===== config.mk =====
export PLATFORM = sky130hd
export DESIGN_NAME = game_trigger_counter
export DESIGN_NICKNAME = d
export VERILOG_FILES = /design/src/rtl/game_trigger_counter.sv
export SDC_FILE = /design/constraint.sdc
export NUM_CORES = 1
export LEC_CHECK = 0
export ABC_AREA = 1
export BUFFER_PORTS_ARGS = -buffer_cell sky130_fd_sc_hd__buf_2
export CORE_AREA = 10 10 47 49
export DETAILED_ROUTE_END_ITERATION = 8
export DIE_AREA = 0 0 57 59
export PLACE_DENSITY = 0.7
export SLEW_MARGIN = 20
export SYNTH_ARGS = -nofsm -noshare
export SYNTH_HDL_FRONTEND = slang
export SYNTH_SLANG_ARGS = --single-unit

===== constraint.sdc =====
create_clock -name clk -period 1.4 [get_ports clk]
set_input_delay 0 -clock clk [delete_from_list [all_inputs] [get_ports clk]]
set_output_delay 0 -clock clk [all_outputs]
set_load 0.01 [all_outputs]

===== src/rtl/game_trigger_counter.sv =====
// rtl/game_trigger_counter.sv - multimode up/down game counter emitting winner/loser trigger pulses
// Optional feature macro: COUNTER_PAUSE_EN (adds the pause input)
module game_trigger_counter #(
  parameter int unsigned          WIDTH        = 4,
  parameter logic [WIDTH-1:0]     INIT_DEFAULT = '0
) (
  input  logic             clk,
  input  logic             rst,
  input  logic             start,
  input  logic [1:0]       mode,
  input  logic             init,
  input  logic [WIDTH-1:0] init_value,
  input  logic             gameover,
`ifdef COUNTER_PAUSE_EN
  input  logic             pause,
`endif
  output logic [WIDTH-1:0] count,
  output logic             winner,
  output logic             loser,
  output logic             running
);

  typedef enum logic [1:0] {
    IDLE = 2'b00,
    RUN  = 2'b01,
    HALT = 2'b10
  } state_t;

  localparam logic [WIDTH-1:0] MAX_COUNT = '1;

  state_t           state_q, state_d;
  logic [WIDTH-1:0] count_q, count_d;
  logic             winner_q, winner_d;
  logic             loser_q, loser_d;
  logic [WIDTH-1:0] step_val;
  logic [WIDTH-1:0] stepped;
  logic             paused;

  // mode[0] selects a step of two, mode[1] selects counting down; wrap is modulo 2^WIDTH
  assign step_val = mode[0] ? WIDTH'(2) : WIDTH'(1);
  assign stepped  = mode[1] ? (count_q - step_val) : (count_q + step_val);

`ifdef COUNTER_PAUSE_EN
  assign paused = pause;
`else
  assign paused = 1'b0;
`endif

  // Next-state, next-count and pulse decode; init beats gameover beats pause beats stepping
  always_comb begin
    state_d  = state_q;
    count_d  = count_q;
    winner_d = 1'b0;
    loser_d  = 1'b0;
    if (init) begin
      state_d = RUN;
      count_d = init_value;
    end else begin
      case (state_q)
        IDLE: begin
          if (start) begin
            state_d = RUN;
          end
        end
        RUN: begin
          if (gameover) begin
            state_d = HALT;
          end else if (!paused) begin
            count_d  = stepped;
            winner_d = (stepped == MAX_COUNT);
            loser_d  = (stepped == '0);
          end
        end
        HALT: begin
          state_d = HALT;
        end
        default: begin
          state_d = IDLE;
        end
      endcase
    end
  end

  // State, count and pulse registers with asynchronous active-low reset
  always_ff @(posedge clk or negedge rst) begin
    if (!rst) begin
      state_q  <= IDLE;
      count_q  <= INIT_DEFAULT;
      winner_q <= 1'b0;
      loser_q  <= 1'b0;
    end else begin
      state_q  <= state_d;
      count_q  <= count_d;
      winner_q <= winner_d;
      loser_q  <= loser_d;
    end
  end

  assign count   = count_q;
  assign winner  = winner_q;
  assign loser   = loser_q;
  assign running = (state_q == RUN);

endmodule


# --- Word-level counts from Yosys, hierarchy flattened ---
# Index checks and enable logic that the tools add are counted.
# W data, S select, Z words.
totals:
  mem_count: 0
  rom_bits: 0
  latchBits: 0
  wordCells: 32
  ramBits: 0
  in_bits: 11
  reg_bits: 8
op_classes:
  n_shift: 0
  n_lt_le_gt_ge: 0
  eq_ne: 6
  n_reduce_logical: 5
  n_bitwise: 0
  n_div: 0
  muxes: 15
  multipliers: 0
  n_addsub: 2
op_table:
  columns: ["cell", "n"]
  rows:
  - ["$mux W4", 4]
  - ["$mux W2", 4]
  - ["$mux W1", 6]
  - ["$ne A3 B3 Y1 const B", 2]
  - ["$pmux W2 S3", 1]
  - ["$add A4 B2 Y4", 1]
  - ["$eq A4 B4 Y1 const B", 1]
  - ["$logic_not A4 Y1", 1]
  - ["$reduce_and A2 Y1", 2]
  - ["$sub A4 B2 Y4", 1]
  - ["$eq A2 B1 Y1 const B", 1]
  - ["$eq A2 B2 Y1 const B", 1]
  - ["$logic_not A2 Y1", 1]
  - ["$ne A2 B2 Y1 const B", 1]
  - ["$reduce_bool A2 Y1", 1]

# --- Logic depth before layout (Yosys ltp) ---
# Gate-level depths: netlist of run 1.
depth:
  depth_word: 7
  ltp_mapped: 9
  ltp_nobuf: 9

# --- Worst setup path after synthesis of run 1 ---
# Ideal clock, no wire load.
synth_timing:
  path_kind: "register -> register"
  start: "reg count_q[0] (netlist: count[0])"
  end: "reg winner_q (netlist: winner)"
  path_buffers: 0
  arrival_ns: 1.353
  period_less_slack_ns: 1.468
  slack_ns: -0.068
  path_stages_with_launch: 8
  t_required_ns: 1.285
  cell_sequence: "dfrtp_1 -> inv_1 -> ha_1 -> fa_1 -> xor2_1 -> nor2_1 -> nand2_1 -> nor2_1"
synth_between:
  elab_chain_len: 6
  word_cells_on_any_way: 7
synth_rtl:
  columns: ["item", "line_no", "rtl"]
  rows:
  - ["start: declaration", "32", "logic [WIDTH-1:0] count_q, count_d;"]
  - ["start signal: assignment", "93", "count_q <= count_d;"]
  - ["$add A4 B2 Y4 / $sub A4 B2 Y4 (equally long branches)", "41", "assign stepped = mode[1] ? (count_q - step_val) : (count_q + step_val);"]
  - ["$mux W4 (*)", "41", null]
  - ["$eq A4 B4 Y1 (*)", "70", "winner_d = (stepped == MAX_COUNT);"]
  - ["$mux W1 (*)", "66", "if (gameover) begin"]
  - ["$mux W1 (*)", "59", "case (state_q)"]
  - ["$mux W1 (*)", "55", "if (init) begin"]
  - ["net winner_d", "33", "logic winner_q, winner_d;"]
  - ["end signal: assignment", "94", "winner_q <= winner_d;"]
  - ["end: declaration", "33", null]
# The timed path passes the listed nets; every way through them passes the cells marked *.
# A chain may end at the register's enable or synchronous reset.

# --- Worst setup path in the final report of run 1 ---
layout_timing:
  start: "reg count_q[0] (netlist: count[0])"
  end: "reg count_q[1] (netlist: count[1])"
layout_between:
  elab_chain_len: 5
  word_cells_on_any_way: 6
layout_rtl:
  columns: ["item", "line_no"]
  rows:
  - ["$add A4 B2 Y4 / $sub A4 B2 Y4 (equally long branches)", "41"]
  - ["$mux W4 (*)", "41"]
  - ["$mux W4 (*)", "66"]
  - ["$mux W4 (*)", "59"]
  - ["$mux W4 (*)", "55"]
# Every way passes the cells marked *; elsewhere a longest branch is shown, timed or not. The select of a mux whose other input is x is not followed.

==> out/metrics.csv, run 1 <==
metric,value,unit
die area,3360,um2
Synth area leaders,"dfrtp_1 (36%), nand2_1 (16%), ha_1 (11%)",
"commonest non-fill, non-tap cell in the layout",nand2_1,
ant diodes,0,
Critical path origin,count[0],
Placement Setup Slack,-0.0664,ns
Hold Path Origin,init,
number of global-route vias before repair,598,
share of layout cells above drive strength 1,29.8,%
initial antenna violation count,0,
Yosys top cell by area,dfrtp_1,
placed cell count,113,
total iterations of the first detailed-routing run,4,
Core Area,1400,um2
Total Power,1090,uW
clk_skew,0.0108,ns
Sw Share,40.7,%
vias post-DR,565,
Worst Hold Class,input pin to flip-flop,
post-synth top area share,36.0,%
initial core utilization,39.7,%
final critical-path share of the clock period,104,%
"FF+latch count, synth",8,
pwr/cell area,1390,nW/um2
clock latency on the worst-skew pair,0.26,ns
Clk pwr share,16.5,%
Mapped Area,557,um2
setup bufs post-CTS,0,
P_leak,0.000444,uW
largest net degree at the start of global routing,9,
Syn Area/Cell,7.23,um2
HPWL after DPL,1.12,mm
Remaining DRCs,0,
setup violators final,3,
P_sw,443,uW
Final Wtd Congestion,0.840,
WL/cell,11.1,um
max-cap viol count,0,
most frequent cells in the layout,"nand2_1 (24), buf_2 (17), inv_1 (15)",
"non-filler cells, final",120,
Clock Pin Slew Worst Setup and Hold Paths,0.06,ns
Slew Limit Fails,0,
Layout area overhead,40.7,%
WHS Endpoint,count[1],
part of the power in registers,30.0,%
type of the worst setup path,flip-flop to flip-flop,
Routed Antenna Nets,0,
RSZ-0062 raised after global routing,true,
Crit Reg-Reg Endpoint,count[1],
Buffers on Ports,17,
Die X,57,um
r2r startpoint,count[0],
CTS max path bufs,2,
clock sink count,8,
WL final,1.34,mm
critical path capture point type,flip-flop,
cell count after synthesis,77,
Max rail drop VDD,0.000607,V
Worst Path Max Fanout,2,
row cnt,14,
number of primary I/O pins,18,
first-pass GRT wire length,2.35,mm
Pint,644,uW
part of the power in combinational logic,53.5,%
GRT Total Usage,8.71,%
H-tree levels,1,
Final Hold Vio Count,0,
gr ovfl total,0,
Nets,123,
synth warn,0,
fin worst setup slack,-0.0547,ns
TritonCTS clock tree,done,
reg2reg path depth,6,
failing checks,negative setup slack,
Slew Limit Headroom,80.0,%
hold path depth,3,
clk root buf,clkbuf_4,
Worst EP required,1.55,ns
status,"finished, violations left",
CTS buffer count,3,
detailed router's first-iteration violation count,12,
Max Clk Rate,687,MHz
Worst Tran Pin Value,0.297,ns
syn_nets,94,
Reg2Reg Setup Slack,-0.05,ns
"Distinct cells, synth",16,
startpoint types,flip-flop,
post-DR vias/cell,4.71,
CP arrival,1.61,ns
Die Span Y,59,um
Final min period,1.45,ns
sequential fraction of the synthesis area,36.0,%
how the worst max path moves through the flow:
stage                          end  slack [ns]  cells after the start
final                     count[1]       -0.05                      6
after global routing         loser       -0.14                      6
after CTS                    loser       -0.07                      6
after detailed placement     loser       -0.07                      6
after global placement       loser       -0.02                      6
after floorplan             winner       -0.03                      7
registers in the layout, summed over array words and instances, names as in the netlist:
| register | flops |
|---|---|
| count | 4 |
| loser | 1 |
| state_q | 2 |
| winner | 1 |
layer usage:
layer / routed length, um / part of all wire (%) / up-vias / track usage [%]
li1: - / - / 295 / -
met1: 587 / 44 / 249 / 8.87
met2: 582 / 44 / 16 / 13.6
met3: 111 / 8.3 / 5 / 3.43
met4: 53 / 4.0 / 0 / 7.72
met5: 0 / 0 / - / 0
kinds of logic after synthesis:
| kind of cell | after synthesis | share of synthesized area [%] |
|---|---|---|
| simple gates | 38 | 28.5 |
| buf+inv | 16 | 10.8 |
| compound gates | 8 | 8.31 |
| flops | 8 | 36.0 |
| fa+ha+maj | 6 | 14.8 |
| xor+xnor | 1 | 1.57 |
synth_stat cells (all sizes together):
cell type,instances
a21oi,2
a31oi,1
dfrtp,8
fa,1
ha,5
inv,16
nand2,24
nand3,5
nand4,1
nor2,7
o211ai,2
o21ai,3
or2,1
xor2,1
critical path, cell delays in order (launching register included):
cell     delay [ns]
dfrtp_1        0.35
inv_1          0.05
ha_2           0.18
fa_2           0.57
nor2_4         0.05
a21oi_2        0.10
nand2_1        0.05
layout make-up:
class / instances / area (um2)
clock buffers: 3 / 22.5
flip-flops and latches: 8 / 200
fillers: 143 / 618
well taps: 16 / 20.0
multi-input cells: 53 / 333
repair buffers: 24 / 148
inverters: 16 / 60.1
repair_timing:
action	CTS	global route
hold endpoints to repair	11	0
resized for setup	1	5
setup endpoints to repair	4	5
hold buffers	4	0
through the flow:
stage | instance area (um2) | util [%] | hold WS [ns] | setup TNS, ns
2_1_floorplan | 559 | - | -0.296 | -0.0772
3_3_place_gp | 687 | 49.0 | -0.151 | -0.0232
3_5_place_dp | 687 | 49.0 | -0.150 | -0.133
4_1_cts | 757 | 54.0 | 0.0371 | -0.203
5_1_grt | 783 | 55.9 | 0.0442 | -0.352
6_report | 783 | 55.9 | 0.0140 | -0.123
power groups by stage:
stage | clock network [uW] | registers [uW] | logic (uW)
6_report | 179 | 327 | 581
3_5_place_dp | 0 | 326 | 524
4_1_cts | 181 | 324 | 551
3_3_place_gp | 0 | 326 | 513
2_1_floorplan | 0 | 341 | 332
5_1_grt | 195 | 335 | 672
Power figures use the tool's default switching activity.
==> run 2, diff against run 1 <==
--- a/config.mk
+++ b/config.mk
@@ -15,3 +15,4 @@
 export SYNTH_ARGS = -nofsm -noshare
 export SYNTH_HDL_FRONTEND = slang
 export SYNTH_SLANG_ARGS = --single-unit
+export TNS_END_PERCENT = 30
==> out/metrics.csv, run 2 (synthesis gave the netlist of run 1 again) <==
metric,value,unit,change
Reg2Reg Setup Slack,-0.04,ns,was -0.05 ns
failing checks,negative setup slack,,unchanged
"commonest non-fill, non-tap cell in the layout",nand2_1,,unchanged
number of fill cells,143,,unchanged
Core Area,1400,um2,unchanged
Slew Limit Headroom,81.4,%,was 80.0%
Final Wtd Congestion,0.807,,was 0.840
gr ovfl total,0,,unchanged
Critical path origin,count[0],,unchanged
row cnt,14,,unchanged
die area,3360,um2,unchanged
startpoint types,flip-flop,,unchanged
vias post-DR,552,,was 565
type of the worst setup path,flip-flop to flip-flop,,unchanged
clock sink count,8,,unchanged
H-tree levels,1,,unchanged
Clock Pin Slew Worst Setup and Hold Paths,0.05,ns,was 0.06 ns
GRT Total Usage,8.49,%,was 8.71%
WL final,1.35,mm,was 1.34 mm
biggest cell delay along the critical path,0.55,ns,was 0.57 ns
Max Clk Rate,697,MHz,was 687 MHz
critical path capture point type,flip-flop,,unchanged
clock latency on the worst-skew pair,0.25,ns,was 0.26 ns
Sw Share,40.5,%,was 40.7%
total iterations of the first detailed-routing run,5,,was 4
Layout area overhead,39.1,%,was 40.7%
Final Hold Vio Count,0,,unchanged
post-DR vias/cell,4.60,,was 4.71
CTS max path bufs,2,,unchanged
status,"finished, violations left",,unchanged
Routed Antenna Nets,0,,unchanged
setup violators final,1,,was 3
Pint,638,uW,was 644 uW
part of the power in registers,30.0,%,about the same
Crit Reg-Reg Endpoint,count[1],,unchanged
number of primary I/O pins,18,,unchanged
clk_skew,0.00255,ns,was 0.0108 ns
Worst EP required,1.54,ns,was 1.55 ns
r2r startpoint,count[0],,unchanged
most frequent cells in the layout,"nand2_1 (24), buf_2 (17), inv_1 (14)",,"was nand2_1 (24), buf_2 (17), inv_1 (15)"
TritonCTS clock tree,done,,unchanged
CP arrival,1.58,ns,was 1.61 ns
Slew Limit Fails,0,,unchanged
Worst Path Max Fanout,2,,unchanged
fin util,55.3,%,was 55.9%
P_sw,435,uW,was 443 uW
P_leak,0.000442,uW,was 0.000444 uW
Buffers on Ports,17,,unchanged
Worst Hold Class,input pin to flip-flop,,unchanged
WL/cell,11.2,um,was 11.1 um
max-cap viol count,0,,unchanged
Max rail drop VDD,0.000562,V,was 0.000607 V
Remaining DRCs,0,,unchanged
largest net degree at the start of global routing,9,,unchanged
Largest register FFs,4,,unchanged
Placement Setup Slack,-0.0786,ns,was -0.0664 ns
Worst Tran Pin Value,0.275,ns,was 0.297 ns
Clk pwr share,16.2,%,was 16.5%
placed cell count,113,,unchanged
"non-filler cells, final",120,,unchanged
Setup crit end,count[1],,unchanged
Nets,123,,unchanged
Crit-path slowest cell,fa_2,,unchanged
initial antenna violation count,0,,unchanged
Final min period,1.44,ns,was 1.45 ns
HPWL after DPL,1.14,mm,was 1.12 mm
fin worst setup slack,-0.0357,ns,was -0.0547 ns
initial core utilization,39.7,%,unchanged
ant diodes,0,,unchanged
RSZ-0062 raised after global routing,true,,unchanged
share of layout cells above drive strength 1,29.8,%,unchanged
CTS buffer count,3,,unchanged
Die X,57,um,unchanged
number of global-route vias before repair,589,,was 598
clk root buf,clkbuf_4,,unchanged
final critical-path share of the clock period,103,%,was 104%
Die Span Y,59,um,unchanged
WHS,0.0450,ns,was 0.0140 ns
part of the power in combinational logic,53.8,%,was 53.5%
detailed router's first-iteration violation count,3,,was 12
"critical path, cell by cell","inv_2, ha_4, fa_2, nor2_2, a21oi_1, nand2_1",,"was inv_1, ha_2, fa_2, nor2_4, a21oi_2, nand2_1"
reg2reg path depth,6,,unchanged
pwr/cell area,1390,nW/um2,about the same
first-pass GRT wire length,2.33,mm,was 2.35 mm
run 2: cell types whose count changed in the layout (fill, tap and decap cells not counted):
cell | previous run | this run
a21oi_1 | 1 | 2
inv_1 | 15 | 14
a21oi_2 | 1 | 0
inv_2 | 1 | 2
nor2_4 | 1 | 0
nor2_2 | 0 | 1
run 2: power groups by stage:
stage | logic [uW] | clock network (uW) | registers, uW
3_3_place_gp | 518 | 0 | 321
4_1_cts | 570 | 179 | 320
2_1_floorplan | 330 | 0 | 341
6_report | 578 | 174 | 322
3_5_place_dp | 533 | 0 | 322
5_1_grt | 656 | 190 | 329
run 2: layout make-up:
cell class / count / area (um2) / area share (%)
Multi-Input combinational cell: 53 / 324 / 41.8
Clock buffer: 3 / 22.5 / 2.91
Sequential cell: 8 / 200 / 25.8
Timing Repair Buffer: 24 / 148 / 19.1
Tap cell: 16 / 20.0 / 2.58
Inverter: 16 / 60.1 / 7.75
run 2: how the worst min path moves through the flow:
stage / start / to / slack (ns) / cells past startpoint
after floorplan: rst / count[0] / -0.30 / 0
after global placement: rst / loser / -0.15 / 1
after detailed placement: rst / loser / -0.15 / 1
after CTS: init / count[1] / 0.04 / 3
after global routing: init / count[1] / 0.07 / 3
final: init / count[1] / 0.04 / 3
run 2: timing repair:
action,in CTS,in global routing
buffers inserted,0,0
endpoints found under the hold margin,11,0
hold buffers,4,0
endpoints found under the setup margin,4,5
resized for setup,4,3
pin swaps,3,1
run 2: stage by stage:
step | setup TNS [ns] | cell area (um2) | total power (uW)
2_1_floorplan | -0.165 | 557 | 671
3_3_place_gp | -0.0735 | 684 | 839
3_5_place_dp | -0.186 | 684 | 855
4_1_cts | -0.0598 | 762 | 1070
5_1_grt | -0.277 | 774 | 1170
6_report | -0.0357 | 774 | 1070
run 2: metal layers:
metal  track usage, %  routed length, um  up-vias
li1                 -                  -      292
met1             9.21                596      241
met2             13.3                621       17
met3             2.79                 99        2
met4             6.71                 27        0
met5                0                  0        -
run 2: worst max-delay path: cells and delay by family, from the launching register on:
kind	cells	cell delay [ns]
AO/OA/AOI/OAI	1	0.11
adder cells (fa/ha/maj)	2	0.70
buffers and inverters	1	0.05
flip-flops	1	0.36
AND/OR/NAND/NOR	2	0.11
